File: config.mk
export PLATFORM = sky130hd
export DESIGN_NAME = model_arbiter_flat
export DESIGN_NICKNAME = d
export VERILOG_FILES = /design/src/rtl/model_arbiter_if.sv /design/src/rtl/model_arbiter.sv /design/src/flat_wrapper.sv
export SDC_FILE = /design/constraint.sdc
export NUM_CORES = 1
export LEC_CHECK = 0
export CAP_MARGIN = 30
export CORE_MARGIN = 3
export CORE_UTILIZATION = 41
export DETAILED_ROUTE_END_ITERATION = 6
export PLACE_DENSITY = 0.87
export RECOVER_POWER = 100
export SLEW_MARGIN = 20
export SYNTH_ARGS = -nofsm -noshare
export SYNTH_HDL_FRONTEND = slang
export SYNTH_SLANG_ARGS = --single-unit
File: constraint.sdc
create_clock -name clk -period 1.95 [get_ports clk]
set_input_delay 0.195 -clock clk [delete_from_list [all_inputs] [get_ports clk]]
set_output_delay 0.195 -clock clk [all_outputs]
set_load 0.005 [all_outputs]
File: src/rtl/model_arbiter_if.sv
// Bundles the requester handshake, response and shared-instance buses of model_arbiter.
// master: requesters plus the shared instance; slave: the arbiter.
interface model_arbiter_if #(
  parameter int NREQ = 2
);
  logic [NREQ-1:0]   req_valid;
  logic [NREQ-1:0]   req_ready;
  logic [5*NREQ-1:0] req_i0;
  logic [5*NREQ-1:0] req_i1;
  logic [NREQ-1:0]   rsp_valid;
  logic [2:-2]       rsp_o0;
  logic [-2:2]       rsp_o1;
  logic              res_start;
  logic [2:-2]       res_i0;
  logic [-2:2]       res_i1;
  logic [2:-2]       res_o0;
  logic [-2:2]       res_o1;
  logic              busy;

  modport master (
    output req_valid, req_i0, req_i1, res_o0, res_o1,
    input  req_ready, rsp_valid, rsp_o0, rsp_o1, res_start, res_i0, res_i1, busy
  );

  modport slave (
    input  req_valid, req_i0, req_i1, res_o0, res_o1,
    output req_ready, rsp_valid, rsp_o0, rsp_o1, res_start, res_i0, res_i1, busy
  );
endinterface

File: src/rtl/model_arbiter.sv
// Round-robin sharing of one model instance among NREQ requesters; result back LAT+2 cycles after accept.
// MODEL_ARB_GRANT_CNT_EN adds a saturating 16-bit grant_cnt output.
module model_arbiter #(
  parameter int NREQ = 2,
  parameter int LAT  = 1
) (
  input  logic        clk,
  input  logic        rst_n,
`ifdef MODEL_ARB_GRANT_CNT_EN
  output logic [15:0] grant_cnt,
`endif
  model_arbiter_if.slave bus
);

  localparam int PW = (NREQ > 1) ? $clog2(NREQ) : 1;
  localparam logic [PW:0]   NREQ_W = (PW+1)'(NREQ);
  localparam logic [PW-1:0] LAST   = PW'(NREQ - 1);

  typedef enum logic [1:0] {ST_IDLE, ST_ISSUE, ST_WAIT, ST_CAPTURE} state_t;

  state_t          state, state_nxt;
  logic [PW-1:0]   ptr, owner, winner;
  logic            found;
  logic            accept;
  logic [3:0]      cnt;
  logic [2:-2]     op0;
  logic [-2:2]     op1;
  logic [4:0]      sel_i0, sel_i1;
  logic [2:-2]     rsp0_q;
  logic [-2:2]     rsp1_q;

  // First valid requester at or after ptr, wrapping modulo NREQ.
  always_comb begin
    logic [PW:0] idx;
    found  = 1'b0;
    winner = '0;
    idx    = '0;
    for (int i = 0; i < NREQ; i++) begin
      idx = {1'b0, ptr} + (PW+1)'(i);
      if (idx >= NREQ_W) idx = idx - NREQ_W;
      if (!found && bus.req_valid[idx[PW-1:0]]) begin
        found  = 1'b1;
        winner = idx[PW-1:0];
      end
    end
  end

  always_comb begin
    sel_i0 = '0;
    sel_i1 = '0;
    for (int k = 0; k < NREQ; k++) begin
      if (winner == PW'(k)) begin
        sel_i0 = bus.req_i0[5*k +: 5];
        sel_i1 = bus.req_i1[5*k +: 5];
      end
    end
  end

  assign accept = (state == ST_IDLE) && found;

  always_comb begin
    state_nxt     = state;
    bus.req_ready = '0;
    bus.rsp_valid = '0;
    bus.res_start = 1'b0;
    bus.res_i0    = '0;
    bus.res_i1    = '0;
    bus.busy      = 1'b1;
    case (state)
      ST_IDLE: begin
        bus.busy = 1'b0;
        // Gated by rst_n so nothing looks accepted while reset is held.
        if (found && rst_n) bus.req_ready = NREQ'(1) << winner;
        if (found) state_nxt = ST_ISSUE;
      end
      ST_ISSUE: begin
        bus.res_start = 1'b1;
        bus.res_i0    = op0;
        bus.res_i1    = op1;
        state_nxt     = ST_WAIT;
      end
      ST_WAIT: begin
        bus.res_i0 = op0;
        bus.res_i1 = op1;
        if (cnt == 4'd1) state_nxt = ST_CAPTURE;
      end
      ST_CAPTURE: begin
        bus.rsp_valid = NREQ'(1) << owner;
        state_nxt     = ST_IDLE;
      end
      default: state_nxt = ST_IDLE;
    endcase
  end

  always_ff @(posedge clk or negedge rst_n) begin
    if (!rst_n) begin
      state  <= ST_IDLE;
      ptr    <= '0;
      owner  <= '0;
      cnt    <= '0;
      op0    <= '0;
      op1    <= '0;
      rsp0_q <= '0;
      rsp1_q <= '0;
    end else begin
      state <= state_nxt;
      if (accept) begin
        op0   <= sel_i0;
        op1   <= sel_i1;
        owner <= winner;
        ptr   <= (winner == LAST) ? '0 : winner + PW'(1);
      end
      if (state == ST_ISSUE) cnt <= 4'(LAT);
      if (state == ST_WAIT) begin
        cnt <= cnt - 4'd1;
        if (cnt == 4'd1) begin
          rsp0_q <= bus.res_o0;
          rsp1_q <= bus.res_o1;
        end
      end
    end
  end

  assign bus.rsp_o0 = rsp0_q;
  assign bus.rsp_o1 = rsp1_q;

`ifdef MODEL_ARB_GRANT_CNT_EN
  always_ff @(posedge clk or negedge rst_n) begin
    if (!rst_n) grant_cnt <= '0;
    else if (accept && grant_cnt != 16'hFFFF) grant_cnt <= grant_cnt + 16'd1;
  end
`endif

endmodule

File: src/flat_wrapper.sv
// flat-port wrapper written by rule: the top's interface ports become plain ports
module model_arbiter_flat 
#(
  parameter int NREQ = 2,
  parameter int LAT  = 1
)
  (clk, rst_n, bus_req_valid, bus_req_i0, bus_req_i1, bus_res_o0, bus_res_o1, bus_req_ready, bus_rsp_valid, bus_rsp_o0, bus_rsp_o1, bus_res_start, bus_res_i0, bus_res_i1, bus_busy);
  model_arbiter_if #(.NREQ(NREQ)) bus_i ();
  input  logic clk;
  input  logic rst_n;
  input wire logic [$bits(bus_i.req_valid)-1:0] bus_req_valid;
  input wire logic [$bits(bus_i.req_i0)-1:0] bus_req_i0;
  input wire logic [$bits(bus_i.req_i1)-1:0] bus_req_i1;
  input wire logic [$bits(bus_i.res_o0)-1:0] bus_res_o0;
  input wire logic [$bits(bus_i.res_o1)-1:0] bus_res_o1;
  output wire logic [$bits(bus_i.req_ready)-1:0] bus_req_ready;
  output wire logic [$bits(bus_i.rsp_valid)-1:0] bus_rsp_valid;
  output wire logic [$bits(bus_i.rsp_o0)-1:0] bus_rsp_o0;
  output wire logic [$bits(bus_i.rsp_o1)-1:0] bus_rsp_o1;
  output wire logic [$bits(bus_i.res_start)-1:0] bus_res_start;
  output wire logic [$bits(bus_i.res_i0)-1:0] bus_res_i0;
  output wire logic [$bits(bus_i.res_i1)-1:0] bus_res_i1;
  output wire logic [$bits(bus_i.busy)-1:0] bus_busy;
  assign bus_i.req_valid = bus_req_valid;
  assign bus_i.req_i0 = bus_req_i0;
  assign bus_i.req_i1 = bus_req_i1;
  assign bus_i.res_o0 = bus_res_o0;
  assign bus_i.res_o1 = bus_res_o1;
  assign bus_req_ready = bus_i.req_ready;
  assign bus_rsp_valid = bus_i.rsp_valid;
  assign bus_rsp_o0 = bus_i.rsp_o0;
  assign bus_rsp_o1 = bus_i.rsp_o1;
  assign bus_res_start = bus_i.res_start;
  assign bus_res_i0 = bus_i.res_i0;
  assign bus_res_i1 = bus_i.res_i1;
  assign bus_busy = bus_i.busy;
  model_arbiter #(.NREQ(NREQ), .LAT(LAT)) u_core (.clk(clk), .rst_n(rst_n), .bus(bus_i));
endmodule
---- Word level (Yosys, flattened, before mapping) ----
Index checks and enable logic that the tools add are counted.
storage, ports and cells
  register bits after elaboration ......... 28
  input port bits ......................... 34
  output and inout bits ................... 26
  word-level logic and storage cells ...... 59
cells by class
  add/sub/neg operators ................... 5
  magnitude comparators ................... 4
  eq/ne operators ......................... 6
  shift-type cells ........................ 2
  mux-type cells .......................... 25
  reduce and logical (&&, ||, !) cells .... 9
operator list
  operator               number
  $mux W5                4
  $mux W1                13
  $mux W2                5
  $mux W4                2
  $pmux W2 S4            1
  $eq A2 B2 Y1 const B   2
  $eq A4 B1 Y1 const B   1
  $lt A1 B2 Y1 const B   2
  $ne A2 B1 Y1 const B   2
  $reduce_and A2 Y1      2
  $shl A1 B1 Y2 const A  2
  $sub A4 B1 Y4 const B  1
  $logic_and A1 B1 Y1    3
  $add A1 B1 Y2 const B  1
  $eq A2 B1 Y1 const B   1
  $ge A1 B2 Y1 const B   1
  $ge A2 B2 Y1 const B   1
  $logic_not A2 Y1       1
  $reduce_bool A2 Y1     1
  $reduce_or A2 Y1       1
  $sub A1 B1 Y1 const B  2
  $add A1 B1 Y1 const B  1
  $logic_not A1 Y1       1

---- Depth between registers and ports, before layout ----
  depth after elaboration ................. 11
  mapped depth ............................ 6
  gate-level depth less buffers ........... 5

---- Worst setup path before layout ----
OpenSTA, ideal clock, no wires.
  path kind ............................... reg-to-reg
  start point ............................. register u_core.cnt[1]
  end point ............................... register u_core.rsp0_q (netlist bit u_core.bus.rsp_o0[-1])
  setup time .............................. 0.125 ns
  arrival time ............................ 1.466 ns
  required time ........................... 1.825 ns
  setup slack ............................. 0.359 ns
  stages on the path, launching flop included .. 6
  path buffers ............................ 0
  period minus slack after synthesis ...... 1.591 ns
  cell sequence ........................... dfrtp_1 -> inv_1 -> ha_1 -> or3b_4 -> nor2_8 -> mux2_2
on the way
  cells in the longest elaborated chain, start to end .. 2
RTL lines
  item                                line                  RTL
  start: declaration                  model_arbiter.sv:25   logic [3:0] cnt;
  start signal: assignment            model_arbiter.sv:113  if (state == ST_ISSUE) cnt <= 4'(LAT);
  start signal: assignment            model_arbiter.sv:115  cnt <= cnt - 4'd1;
  $eq A4 B1 Y1                        model_arbiter.sv:116  if (cnt == 4'd1) begin
  $reduce_and A2 Y1 (no source line)  -
  end signal: assignment              model_arbiter.sv:117  rsp0_q <= bus.res_o0;
  end: declaration                    model_arbiter.sv:29   logic [2:-2] rsp0_q;
Every way passes these cells.
A chain may end at the register's enable or synchronous reset.

---- Worst setup path in the final report ----
  start point ............................. register u_core.state[0]
  end point ............................... output port bus_res_i1[2]
on the way
  cells in the longest elaborated chain, start to end .. 3
  elaborated cells between the ends (all ways) .. 4
  those cells by class .................... eq/ne (2); mux (1); reduce/logical (1)
RTL lines
  item                                                 line                  RTL
  start: declaration                                   model_arbiter.sv:21   state_t state, state_nxt;
  start signal: assignment                             model_arbiter.sv:106  state <= state_nxt;
  $eq A2 B2 Y1 / $eq A2 B1 Y1 (equally long branches)  model_arbiter.sv:69   case (state)
  $reduce_or A2 Y1 (no source line) (*)                -
  $mux W5 (*)                                          model_arbiter.sv:69
  end: declaration                                     flat_wrapper.sv:22    output wire logic [$bits(bus_i.res_i1)-1:0] bus_res_i1;
Mark *: on every way between the ends. The rest lies on a longest branch, timed or not.

==> qor.csv <==
metric;value;unit
ant_nets;0;
clockBufferDepth;2;
path_cells;inv_2 -> ha_4 -> and2_1 -> clkdlybuf4s50_1;
synth_seq_cells;28;
cts_tree;done;
path_depth;4;
path_class;reg2out;
place_hpwl;2.755;mm
clock.fmax;0.5194;GHz
row_count;20;
end_kind;output pin;
drive_gt1_share;13.89;%
num-fill-cells;274;
core;3103;sq um
wl;3.435;mm
hold_violations;0;
synth_edf_count;0;
startpoint;u_core.state[0]$_DFFE_PN0P_;
cp-start-kind;register;
grt_pass1_wl;5.789;mm
cp.required;1.75;ns
drt_iter0_markers;29;
slew_headroom;2.860;%
critPathBufInv;2;
r2r_setup_slack;0.14;ns
pre_cts_slack;0.1133;ns
port_buffers;59;
rsz0062_at_grt;yes;
postSynthCellCount;113;
die_w;63.52;um
cp_data_arrival_time;1.73;ns
num-nets-final;222;
drv_slew;0;
cpPeakStageDelay;0.50;ns
routed_via_density;5.018;
drv_cap;0;
synth_top_flop_cell;dfrtp_1;
cts.sinks;28;
antenna_cells;0;
r2r_start;u_core.cnt[1]$_DFFE_PN0N_;
synthesis.nets;153;
finClkSkew;0.004432;ns
rr_worst_depth;5;
grtUsageTotal;18.34;%
drt_pass1_iterations;4;
numCtsBuffers;3;
crit_slowest_cell;clkdlybuf4s50_1;
grt_max_degree;29;
die-area;4034;sq um
internal_power;0.001975;W
synth_top_area_share;51.66;%
utilization;66.33;%
async_flop_share;100.0;%
vias;1124;
clkTransAtPathRegs;0.14;ns
yosys_warnings;0;
clkPwrFrac;7.5;%
switching_share;33.64;%
syn_avg_cell_area;12.00;sq um
finalCritPeriodShare;98.73;%
p_comb_share;58.7;%
gp_congestion;0.7777;
root_buffer;clkbuf_4;
power_density;1446;nW/um^2
p_switching;0.001001;W
routedWlPerCell;15.33;um
clk-insertion-delay-late;0.31;ns
fin_crit;1.925;ns
grt_pass1_vias;1193;
areaGrowthSynthToFinish;51.75;%
die_h;63.52;um
status;finished, final reports clean;
rr_endpoint;u_core.bus.rsp_o0[0]$_DFFE_PN0P_;
worstPathMaxFanout;11;
setup_ws;0.02479;ns
synth_seq_area_share;51.66;%
stdcell_area;2058;sq um
cellLeakagePower;0.9529;nW
synth.distinct_cells;23;
worst_pin_slew;1.457;ns
crit_end;bus_res_i1[2];
power_frac_seq;33.8;%
hold_class;in2reg;
cts_max_level;1;
crit_family;buffers and inverters;
antenna_found_initial;0;
drc;0;
cts_hold_buf;0;
postPlaceCellArea;2034;sq um
fin_hold_ws;0.4814;ns
syn-cell-area;1356;sq um
overflow;0;
synth_area_leaders;dfrtp_1 (52%), mux2_2 (10%), a221o_1 (7.4%);
io_pins;60;
finalSetupViolations;0;
start_util;43.71;%
vdd_drop_max;0.7033;mV
yosysTopAreaCell;dfrtp_1;
[kinds of logic (layout without fill, tap and decap cells)]
kind of cell	count (synthesis)	count (layout)	share of synthesized area, %
muxes	12	12	9.963
buffers and inverters	12	79	3.413
AOI/OAI and AO/OA	21	21	13.28
and+or+nand+nor	34	34	16.14
adders and majority gates	6	6	5.535
DFF	28	28	51.66
[through the flow]
| stage | total power, W | setup TNS [ns] | cells |
|---|---|---|---|
| floorplan | 0.001938 | 0 | 113 |
| global placement | 0.002745 | 0 | 218 |
| detailed placement | 0.002846 | 0 | 218 |
| CTS | 0.003180 | 0 | 224 |
| global route | 0.003219 | -0.1246 | 224 |
| finish | 0.002977 | 0 | 224 |
[worst min-delay path by stage]
stage,startpoint,to,slack (ns),cells after the start
final,bus_res_o0[0],u_core.bus.rsp_o0[-2]$_DFFE_PN0P_,0.48,2
after global routing,bus_res_o1[1],u_core.bus.rsp_o1[1]$_DFFE_PN0P_,0.45,2
after CTS,rst_n,u_core.bus.rsp_o1[-2]$_DFFE_PN0P_,0.32,2
after detailed placement,u_core.op1[-2]$_DFFE_PN0P_,u_core.op1[-2]$_DFFE_PN0P_,0.49,1
after global placement,u_core.owner$_DFFE_PN0P_,u_core.owner$_DFFE_PN0P_,0.48,1
after floorplan,rst_n,u_core.bus.rsp_o0[-1]$_DFFE_PN0P_,-0.10,0
[power by group through the flow]
stage	clock [W]	combinational (W)	sequential, W
floorplan	0	0.000932	0.00101
global placement	0	0.00173	0.00101
detailed placement	0	0.00181	0.00104
CTS	0.000237	0.00193	0.00101
global route	0.000266	0.00191	0.00104
finish	0.000224	0.00175	0.00101
[placed cells by master, fill, tap and decap left out, types with 2 or more instances in the layout]
cell              n
a22o_1            2
and2_1           12
nand2_1           3
dlygate4sd3_1    11
inv_1             5
a21o_1            2
clkdlybuf4s50_1  38
buf_4             5
clkbuf_4          3
clkdlybuf4s25_1   7
and3_1           11
inv_2             2
o21ai_0           3
dlygate4sd2_1     2
nor2_1            2
a221o_1          10
mux2_2           12
clkbuf_1          4
ha_1              5
dfrtp_1          28
[layer usage]
metal	track usage (%)	part of all wire [%]	up-vias	wire length (um)
li1	-	-	544	-
met1	21.27	38	554	1310
met2	34.68	58	24	1987
met3	1.604	2.8	2	95
met4	6.469	1.2	0	41
met5	0	0	-	0
[final cells by class]
cell class                      count  area, sq um  share of cell area (%)
Multi-Input combinational cell     73        605.6                   29.42
Inverter                            7        26.28                   1.277
Tap cell                           44        55.05                   2.675
Clock buffer                        3        22.52                   1.094
Sequential cell                    28        700.7                   34.04
Timing Repair Buffer               69        648.1                   31.49
[Yosys cell counts, types with 2 or more instances]
cell      instances
inv_1             7
ha_1              6
o21ai_0           3
mux2_2           12
dfrtp_1          28
a221o_1          10
clkbuf_1          4
a22o_1            2
nand2_1           3
and2_1           13
and3_1           11
a21o_1            2
nor2_1            2
[repair_timing]
action	CTS	global route
endpoints found under the hold margin	0	0
gates cloned	0	0
resized for setup	8	8
pin swaps	0	1
setup endpoints to repair	13	10
buffers inserted	3	0
[sequential cells by signal, summed over array words and instances, names as in the netlist, 2 cells and up]
name and count:
u_core.bus.rsp_o0 3, u_core.bus.rsp_o1 3, u_core.cnt 4, u_core.op0 3, u_core.op1 3, u_core.state 2
Note: power is estimated with default switching activity, not from simulation.
